[config.mk]
export PLATFORM = sky130hd
export DESIGN_NAME = button_debouncer
export DESIGN_NICKNAME = d
export VERILOG_FILES = /design/src/rtl/button_debouncer.sv
export SDC_FILE = /design/constraint.sdc
export NUM_CORES = 1
export LEC_CHECK = 0
export BUFFER_PORTS_ARGS = -buffer_cell sky130_fd_sc_hd__buf_2
export CAP_MARGIN = 10
export CORE_ASPECT_RATIO = 1.5
export CORE_MARGIN = 8
export CORE_UTILIZATION = 60
export CTS_BUF_LIST = sky130_fd_sc_hd__clkbuf_16
export CTS_CLUSTER_DIAMETER = 60
export DETAILED_ROUTE_END_ITERATION = 10
export PLACE_DENSITY = 0.78
export SLEW_MARGIN = 15
export SYNTH_ARGS = -nofsm -noshare
export SYNTH_HDL_FRONTEND = slang
export SYNTH_SLANG_ARGS = --single-unit
export TNS_END_PERCENT = 1
[constraint.sdc]
create_clock -name clk -period 2.4 [get_ports clk]
set_input_delay 0.36 -clock clk [delete_from_list [all_inputs] [get_ports clk]]
set_output_delay 0.36 -clock clk [all_outputs]
set_load 0.01 [all_outputs]
[src/rtl/button_debouncer.sv]
// Debounces a raw mechanical push-button. The raw input is brought into the
// clk domain through a two-flop synchroniser. A four-state FSM then accepts a
// new level only after it has been seen without interruption on
// DEBOUNCE_CYCLES+1 consecutive synchronised samples. Any sample at the old
// level restarts the count from zero. Accepted edges produce one-cycle
// btn_rise / btn_fall pulses.
// Optional feature: define DEBOUNCE_TOGGLE_EN to add btn_toggle, a level
// that inverts on every accepted press.
module button_debouncer #(
  parameter int unsigned DEBOUNCE_CYCLES = 12000000,
  parameter int unsigned CNT_W           = 24,
  parameter logic        INIT_LEVEL      = 1'b0
) (
  input  logic clk,
  input  logic rst_n,
  input  logic btn_raw,
  output logic btn_level,
  output logic btn_rise,
  output logic btn_fall
`ifdef DEBOUNCE_TOGGLE_EN
  ,
  output logic btn_toggle
`endif
);

  typedef enum logic [1:0] {
    STABLE_LO = 2'd0,
    WAIT_HI   = 2'd1,
    STABLE_HI = 2'd2,
    WAIT_LO   = 2'd3
  } state_e;

  localparam logic [CNT_W-1:0] CNT_MAX   = CNT_W'(DEBOUNCE_CYCLES);
  localparam logic [CNT_W-1:0] CNT_ONE   = CNT_W'(1);
  localparam state_e           RST_STATE = INIT_LEVEL ? STABLE_HI : STABLE_LO;

  logic             s1_q, s2_q;
  state_e           state_q, state_d;
  logic [CNT_W-1:0] cnt_q, cnt_d;
  logic             level_q, level_d;
  logic             rise_q, rise_d;
  logic             fall_q, fall_d;

  // Two-flop synchroniser; only s2_q is used by the FSM.
  always_ff @(posedge clk or negedge rst_n) begin
    if (!rst_n) begin
      s1_q <= INIT_LEVEL;
      s2_q <= INIT_LEVEL;
    end else begin
      s1_q <= btn_raw;
      s2_q <= s1_q;
    end
  end

  // FSM state, debounce counter and registered outputs.
  always_ff @(posedge clk or negedge rst_n) begin
    if (!rst_n) begin
      state_q <= RST_STATE;
      cnt_q   <= '0;
      level_q <= INIT_LEVEL;
      rise_q  <= 1'b0;
      fall_q  <= 1'b0;
    end else begin
      state_q <= state_d;
      cnt_q   <= cnt_d;
      level_q <= level_d;
      rise_q  <= rise_d;
      fall_q  <= fall_d;
    end
  end

  // Next-state logic: count consecutive samples at the candidate level and
  // accept once the counter reaches DEBOUNCE_CYCLES. The counter never
  // exceeds DEBOUNCE_CYCLES, so it cannot wrap.
  always_comb begin
    state_d = state_q;
    cnt_d   = cnt_q;
    level_d = level_q;
    rise_d  = 1'b0;
    fall_d  = 1'b0;
    case (state_q)
      STABLE_LO: begin
        if (s2_q) begin
          state_d = WAIT_HI;
          cnt_d   = CNT_ONE;
        end else begin
          cnt_d   = '0;
        end
      end
      WAIT_HI: begin
        if (!s2_q) begin
          state_d = STABLE_LO;
          cnt_d   = '0;
        end else if (cnt_q >= CNT_MAX) begin
          state_d = STABLE_HI;
          level_d = 1'b1;
          rise_d  = 1'b1;
          cnt_d   = '0;
        end else begin
          cnt_d   = cnt_q + CNT_ONE;
        end
      end
      STABLE_HI: begin
        if (!s2_q) begin
          state_d = WAIT_LO;
          cnt_d   = CNT_ONE;
        end else begin
          cnt_d   = '0;
        end
      end
      WAIT_LO: begin
        if (s2_q) begin
          state_d = STABLE_HI;
          cnt_d   = '0;
        end else if (cnt_q >= CNT_MAX) begin
          state_d = STABLE_LO;
          level_d = 1'b0;
          fall_d  = 1'b1;
          cnt_d   = '0;
        end else begin
          cnt_d   = cnt_q + CNT_ONE;
        end
      end
      default: begin
        state_d = RST_STATE;
        cnt_d   = '0;
        level_d = INIT_LEVEL;
      end
    endcase
  end

`ifdef DEBOUNCE_TOGGLE_EN
  logic toggle_q;

  // Toggle flop flips on the same edge that raises btn_rise.
  always_ff @(posedge clk or negedge rst_n) begin
    if (!rst_n) begin
      toggle_q <= 1'b0;
    end else if (rise_d) begin
      toggle_q <= ~toggle_q;
    end
  end

  assign btn_toggle = toggle_q;
`endif

  assign btn_level = level_q;
  assign btn_rise  = rise_q;
  assign btn_fall  = fall_q;

endmodule

# Yosys cells after proc, flatten, opt, wreduce, memory -nomap -nowiden
# Index checks and enable logic that the tools add are counted.
# totals
regBits,31
inputBits,3
output_inout_bits,3
elab_cells,47
# op_classes
n_addsub,1
magnitude_cmp,1
eq_ne,11
muxes,23
n_reduce_logical,4
# op_table
operator,n
$pmux 24 s4,1
$mux 24,3
$add 24x1->24 const B,1
$ge 24x24->1 const B,1
$mux 2,6
$ne 2x2->1 const B,6
$mux 1,11
$pmux 2 s4,1
$ne 3x3->1 const B,2
$reduce_and 5->1,1
$eq 2x2->1 const B,2
$reduce_and 4->1,1
$eq 2x1->1 const B,1
$logic_not 2->1,1
$pmux 1 s2,1
$reduce_bool 2->1,1

# Logic depth before layout (Yosys ltp)
# Gate-level depths: netlist of run 1.
# logic_depth
word_depth,4
mapped_depth,6
mapped_depth_nobuf,5

# Worst setup path after synthesis of run 1
# Ideal clock, no wire load.
# synth_path
path_type,reg2reg
start,register cnt_q[0]
end,register cnt_q[22]
setup_time_ps,78
arrival_ps,1635
required_ps,2322
path_slack_ps,687
stages_incl_launch_ff,7
n_path_buf,1
synth_period_minus_slack_ps,1713
cell_sequence,dfrtp_1 ha_1 clkbuf_1 and4_1 nand4_1 or4_1 a21oi_1
# synth_via
elab_chain_cells,4
elab_cells_between_ends,6
classes_between,1 x add/sub; 1 x order compare; 4 x mux
# synth_rtl
item,line,rtl
from (decl),39,"logic [CNT_W-1:0] cnt_q, cnt_d;"
from (signal assigned),65,cnt_q <= cnt_d;
$add 24x1->24 / $ge 24x24->1 (equally long branches),-,
$mux 24 *,"94, 115",
"$mux 24, on equally long branches","112, 91",
$pmux 24 s4 *,81,case (state_q)
via cnt_d[22],39,
# The timed path passes the listed nets; every way through them passes the cells marked *.
# A chain may end at the register's enable or synchronous reset.

# Worst setup path after layout of run 1
# layout_path
start,register cnt_q[2]
end,register cnt_q[22]
# Same word-level chain as after synthesis.

==> key figures, run 1 <==
Timing
  – Tcrit/Tclk final: 76.43%
  – Worst rel slew slack: 56.14%
  – Min Clock Period, post-route: 1.834 ns
  – Fmax achieved: 545.1 MHz
  – Final worst slack: 0.5656 ns
  – Final Hold Fails: 0
  – RSZ-0062 raised after global routing: no
  – Setup TNS: 0 ns
  – Final Skew: 0.003132 ns
  – Worst Max-Slew Pin Slew: 0.6578 ns
  – Worst hold slack: 0.1162 ns
  – Final slew viol count: 0
  – Final setup vio count: 0

Power and ir drop
  – LEAKAGE: 0.0007235 uW
  – Max VDD drop: 557.3 uV
  – PD cells: 657.4 nW/um^2

Worst setup path
  – WP data arrival: 2.03 ns
  – CP Launch Type: register
  – CP delay by family, top: simple AND/OR/NAND/NOR gates
  – Worst EP required: 2.59 ns
  – Crit path capture type: register
  – CP max FO: 8
  – CP cell instances: and4_1, nand4_1, or4_1, a21oi_1
  – CP max stage cell: or4_1
  – Kind of critical path: reg -> reg
  – Worst path max stage delay: 0.47 ns
  – CP bufs+invs: 0

Yosys
  – Mapped Area: 1564 um^2
  – Sequential area share after synthesis: 49.60%
  – Top cell type's share of synthesized area: 49.60%
  – Cell accounting for the most synthesized area: dfrtp_1
  – Netlist cell types: 35
  – Most frequent cells after synthesis: dfrtp_1 (31), a21oi_1 (13), nor2_1 (13)
  – Syn_nets: 164
  – Synth Warn #: 0
  – Main synth FF type: dfrtp_1
  – Most frequent cell after synthesis: dfrtp_1
  – Ys async rst share: 100.0%
  – Number of flops mapped to enable cells by yosys: 0
  – Synth area leaders: dfrtp_1 (50%), xor2_1 (5.0%), a21oi_1 (4.2%)
  – Gate Count Post-Synth: 159
  – Mean Syn Cell Area: 9.836 um^2
  – Yosys reg bits: 31

Global routing
  – Total gr overflow: 0
  – First-pass GRT wire length: 5568 um
  – Initial antenna violation count: 0
  – Vias in the first global route: 1220
  – Largest net degree at the start of global routing: 32
  – Tot GR Track Use: 15.65%

Finish
  – Nets: 171
  – # fillers: 202
  – Share of layout cells above drive strength 1: 8.982%
  – Diodes inserted: 0
  – Seq. cell area: 775.7 um^2
  – Footprint of the multi-input gates: 720.7 um^2
  – Area Overhead vs Synth: 10.32%

Run status
  – Status: finished, final reports clean

CTS
  – Worst skew pair latency: 0.27 ns
  – Postcts setup bufs: 0
  – CTS H-Tree Depth: 2
  – Clk root buf: clkbuf_16
  – CTS tree: done
  – TritonCTS Sinks: 31
  – CTS Hold Bufs: 0
  – CTS clock-pin slew for the worst setup and hold paths: 0.05 ns
  – PostCTS Resize Cnt: 0
  – CTS buffer count: 5
  – Clk buf depth: 2

Drt
  – Detailed Route Iter0 Violations: 43
  – Antenna Nets Post-Route: 0
  – Via density: 6.309
  – TritonRoute pass-1 iters: 4
  – Post-route DRC: 0
  – Drt wl/cell: 15.42 um
  – Vias: 1205
  – Detailed Route WL: 2945 um

Min path
  – Hold WC Path Type: in -> async

Floorplanning
  – # IOs: 6
  – Die Area: 4530 um^2
  – Core footprint: 2477 um^2
  – Row Count: 22
  – Die Wd: 57.69 um
  – Initial core utilization: 63.13%
  – Die Ht: 78.53 um

Place
  – Final GP Congestion: 0.8589
  – Hpwl dp: 2032 um
  – Worst slack at placement: 0.5991 ns
  – Input/output buffers: 5

Flow run
  – Max_cap viols: 0
[report_power, final]
| group | total, uW | switching [uW] | internal (uW) |
|---|---|---|---|
| Sequential | 535 | 5.72 | 530 |
| Clock | 567 | 196 | 370 |
| Combinational | 32.3 | 23.6 | 8.69 |
| Total | 1130 | 226 | 909 |
[worst register-to-register path, stage by stage, from the launching register on]
cell	delay [ns]
dfrtp_1	0.41
and4_1	0.42
nand4_1	0.30
or4_1	0.47
a21oi_1	0.16
[sequential cells by signal, indices dropped and copies added (netlist names), named ones only]
signal,flops
cnt_q,24
btn_fall,1
btn_level,1
btn_rise,1
s1_q,1
s2_q,1
state_q,1
[kinds of logic after synthesis]
| logic type | synth area share (%) |
|---|---|
| buf+inv | 4.320 |
| fa+ha+maj | 1.600 |
| compound gates | 12.56 |
| simple gates | 24.64 |
| flops | 49.60 |
| xor+xnor | 7.280 |
[through the flow]
stage / instances / cell area, um^2 / utilization (%) / total power [uW]
6_report: 191 / 1725 / 69.65 / 1134
2_1_floorplan: 159 / 1564 / - / 560.0
4_1_cts: 191 / 1725 / 69.65 / 1149
3_3_place_gp: 183 / 1589 / 64.14 / 575.2
5_1_grt: 191 / 1725 / 69.65 / 1188
3_5_place_dp: 183 / 1589 / 64.14 / 576.4
[worst paths after layout]
path                       depth (start not counted)  slack [ns]             endpoint          startpoint
min                                                1        0.12  cnt_q[21]$_DFF_PN0_               rst_n
max                                                4        0.57  cnt_q[22]$_DFF_PN0_  cnt_q[2]$_DFF_PN0_
max in group asynchronous                          1        1.85  cnt_q[11]$_DFF_PN0_               rst_n
min in group clk                                   1        0.20       s1_q$_DFF_PN0_             btn_raw
max reg2reg                                        4        0.57  cnt_q[22]$_DFF_PN0_  cnt_q[2]$_DFF_PN0_
min reg2reg                                        0        0.35       s2_q$_DFF_PN0_      s1_q$_DFF_PN0_
[cell type report]
class	count	share of cell area, %
inverters	8	1.740
repair buffers	6	1.885
clock inverters	3	0.6526
flip-flops and latches	31	44.96
clock buffers	5	7.252
well taps	24	1.740
multi-input cells	114	41.77
[layer usage]
| metal | vias to the layer above | part of all wire [%] | global-route usage (%) |
|---|---|---|---|
| met3 | 9 | 4.4 | 5.546 |
| li1 | 585 | - | - |
| met1 | 587 | 42 | 18.60 |
| met4 | 0 | 3.4 | 9.852 |
| met5 | - | 0 | 0 |
| met2 | 24 | 50 | 23.44 |
[cells in the final DEF, fill, tap and decap left out, types with 6 or more instances in the layout]
cell     synthesis  routed
dfrtp_1         31      31
xor2_1           9       9
nand3_1          8       8
nand2_1         11      11
inv_1            8       9
nor2_1          13      13
or3_1            6       6
nand4_1          9       9
a21oi_1         13      13
No activity file was read; power rests on OpenSTA's default activity.
==> run 2: changes to the inputs <==
- ABC_AREA: default -> 1
- CORE_UTILIZATION: 60 -> 55
- PLACE_DENSITY: 0.78 -> 0.75
- clock period: 2.4 -> 1.58 ns (I/O delays scaled with it)
==> run 2 against run 1 <==
Effect of this change:
- die area up 18%
- critical endpoint unchanged
- largest cell class is now multi-input combinational cells
- non-clock buffer count up 5
- highest routed layer unchanged
- via count up 24%
- the flow now finishes with violations (hold timing)
- total power up 100%
- clock skew about the same
==> key figures, run 2 <==
Run status
  – Status: complete, but fails checks
  – Violated checks: hold timing

Yosys
  – Mapped Area: 1772 um^2
  – Ys async rst share: 100.0%
  – Most frequent cells after synthesis: nand2_1 (73), nor2_1 (51), dfrtp_1 (31)
  – Synth Warn #: 0
  – Cell accounting for the most synthesized area: dfrtp_1
  – Number of flops mapped to enable cells by yosys: 0
  – Syn_nets: 247
  – Top cell type's share of synthesized area: 43.79%
  – Gate Count Post-Synth: 242
  – Sequential area share after synthesis: 43.79%
  – Most frequent cell after synthesis: nand2_1
  – Mean Syn Cell Area: 7.321 um^2
  – Yosys reg bits: 31
  – Synth area leaders: dfrtp_1 (44%), nand2_1 (15%), nor2_1 (11%)
  – Main synth FF type: dfrtp_1
  – Netlist cell types: 24

Worst setup path
  – CP bufs+invs: 2
  – WP data arrival: 1.55 ns
  – CP max FO: 4
  – CP cell instances: ha_2, buf_4, nand2_1, inv_2, nand3b_1, nor3_1, nor2_1
  – CP max stage cell: dfrtp_1
  – Kind of critical path: reg -> reg
  – Crit path capture type: register
  – Worst EP required: 1.74 ns
  – Critical Path Stages: 7
  – Worst path max stage delay: 0.39 ns
  – CP delay by family, top: flip-flops
  – CP Launch Type: register
  – Worst r2r path cells: 7

Finish
  – Nets: 263
  – Most frequent cells in the layout: nand2_1 (73), nor2_1 (51), dfrtp_1 (31)
  – Diodes inserted: 0
  – # fillers: 275
  – Post-route cell area: 2018 um^2
  – Most flops, register: cnt_q
  – End-of-flow core utilization: 64.52%
  – Commonest non-fill, non-tap cell in the layout: nand2_1
  – Max FFs per register: 24
  – Share of layout cells above drive strength 1: 14.29%
  – Area Overhead vs Synth: 13.91%

CTS
  – Clk buf depth: 2
  – CTS buffer count: 5
  – Postcts setup bufs: 0
  – Clk root buf: clkbuf_16
  – CTS H-Tree Depth: 2
  – TritonCTS Sinks: 31
  – CTS clock-pin slew for the worst setup and hold paths: 0.05 ns
  – CTS Hold Bufs: 0
  – CTS tree: done
  – Worst skew pair latency: 0.28 ns
  – PostCTS Resize Cnt: 0

Timing
  – Final Skew: 0.003295 ns
  – Tcrit/Tclk final: 87.80%
  – Final worst slack: 0.1927 ns
  – Worst rel slew slack: 55.77%
  – Worst hold slack: -0.009379 ns
  – Final setup vio count: 0
  – Final slew viol count: 0
  – Setup TNS: 0 ns
  – Final Hold Fails: 16
  – Min Clock Period, post-route: 1.387 ns
  – Fmax achieved: 720.8 MHz
  – Worst Max-Slew Pin Slew: 0.6634 ns
  – RSZ-0062 raised after global routing: no

Global routing
  – Initial antenna violation count: 0
  – Vias in the first global route: 1491
  – Largest net degree at the start of global routing: 32
  – Total gr overflow: 0
  – First-pass GRT wire length: 6679 um
  – Tot GR Track Use: 15.69%

Drt
  – Antenna Nets Post-Route: 0
  – Drt wl/cell: 12.66 um
  – Post-route DRC: 0
  – Detailed Route Iter0 Violations: 45
  – Detailed Route WL: 3786 um
  – Vias: 1490
  – TritonRoute pass-1 iters: 4
  – Via density: 4.983

Place
  – Hpwl dp: 2770 um
  – Input/output buffers: 5
  – Worst slack at placement: 0.09166 ns
  – Final GP Congestion: 0.9742
  – Placed inst area: 1858 um^2

Floorplanning
  – Die Wd: 62.34 um
  – Core footprint: 3128 um^2
  – Die Ht: 85.51 um
  – # IOs: 6
  – Die Area: 5331 um^2
  – Row Count: 25
  – Initial core utilization: 56.64%

Min path
  – Hold WC Path Type: in -> async

Power and ir drop
  – Max VDD drop: 1050 uV
  – LEAKAGE: 0.0009087 uW
  – PD cells: 1134 nW/um^2

Flow run
  – Max_cap viols: 0
## run 2: changes by cell type after synthesis, sizes merged, moves of 5 or more
cell,change
nand4,-7
nand2,+64
or4,-5
or3,-6
a21oi,-10
inv,+21
nor2,+49
## run 2: metal layers
layer  vias to the layer above  GRT usage (%)  part of all wire [%]
met4                         0          8.958                   2.7
li1                        768              -                     -
met3                        11          4.042                   3.5
met2                        24          27.79                    53
met1                       687          16.40                    41
met5                         -              0                     0
## run 2: cell type report
cell class	count	area (um^2)	area share (%)
clock buffers	5	125.1	6.200
flip-flops and latches	31	775.7	38.44
well taps	40	50.05	2.480
clock inverters	3	15.01	0.7440
repair buffers	11	70.07	3.472
inverters	29	108.9	5.394
multi-input cells	180	873.3	43.27
## run 2: cell families after synthesis
group / after synthesis / synth area share (%)
and+or+nand+nor: 158 / 38.42
buffers and inverters: 32 / 8.051
DFF: 31 / 43.79
xor gates and xnor gates: 12 / 5.932
AOI/OAI and AO/OA: 7 / 2.401
adders and majority gates: 2 / 1.412
## run 2: stage by stage
stage	hold slack (ns)	std cells	total power [uW]
6_report	-0.009379	299	2289
5_1_grt	0.06013	299	2407
4_1_cts	0.01994	298	2280
3_5_place_dp	0.3119	290	1377
3_3_place_gp	0.3156	290	1371
2_1_floorplan	-0.05859	242	1300
## run 2: final timing paths
path	slack [ns]	endpoint	start
min	-0.009	cnt_q[12]$_DFF_PN0_	rst_n
min in group clk	0.06	s1_q$_DFF_PN0_	btn_raw
min reg2reg	0.36	s2_q$_DFF_PN0_	s1_q$_DFF_PN0_
max reg2reg	0.19	cnt_q[22]$_DFF_PN0_	cnt_q[1]$_DFF_PN0_
max in group asynchronous	1.16	cnt_q[19]$_DFF_PN0_	rst_n
max	0.19	cnt_q[22]$_DFF_PN0_	cnt_q[1]$_DFF_PN0_
## run 2: worst register-to-register path: stages (launching register included)
cell and delay, ns:
dfrtp_1 0.39, ha_2 0.25, buf_4 0.15, nand2_1 0.08
inv_2 0.10, nand3b_1 0.09, nor3_1 0.15, nor2_1 0.07
## run 2: power by group
| group | internal [uW] | switching (uW) | leakage [uW] |
|---|---|---|---|
| Clock | 571 | 334 | 0.0000649 |
| Combinational | 154 | 327 | 0.000421 |
| Sequential | 851 | 52.4 | 0.000422 |
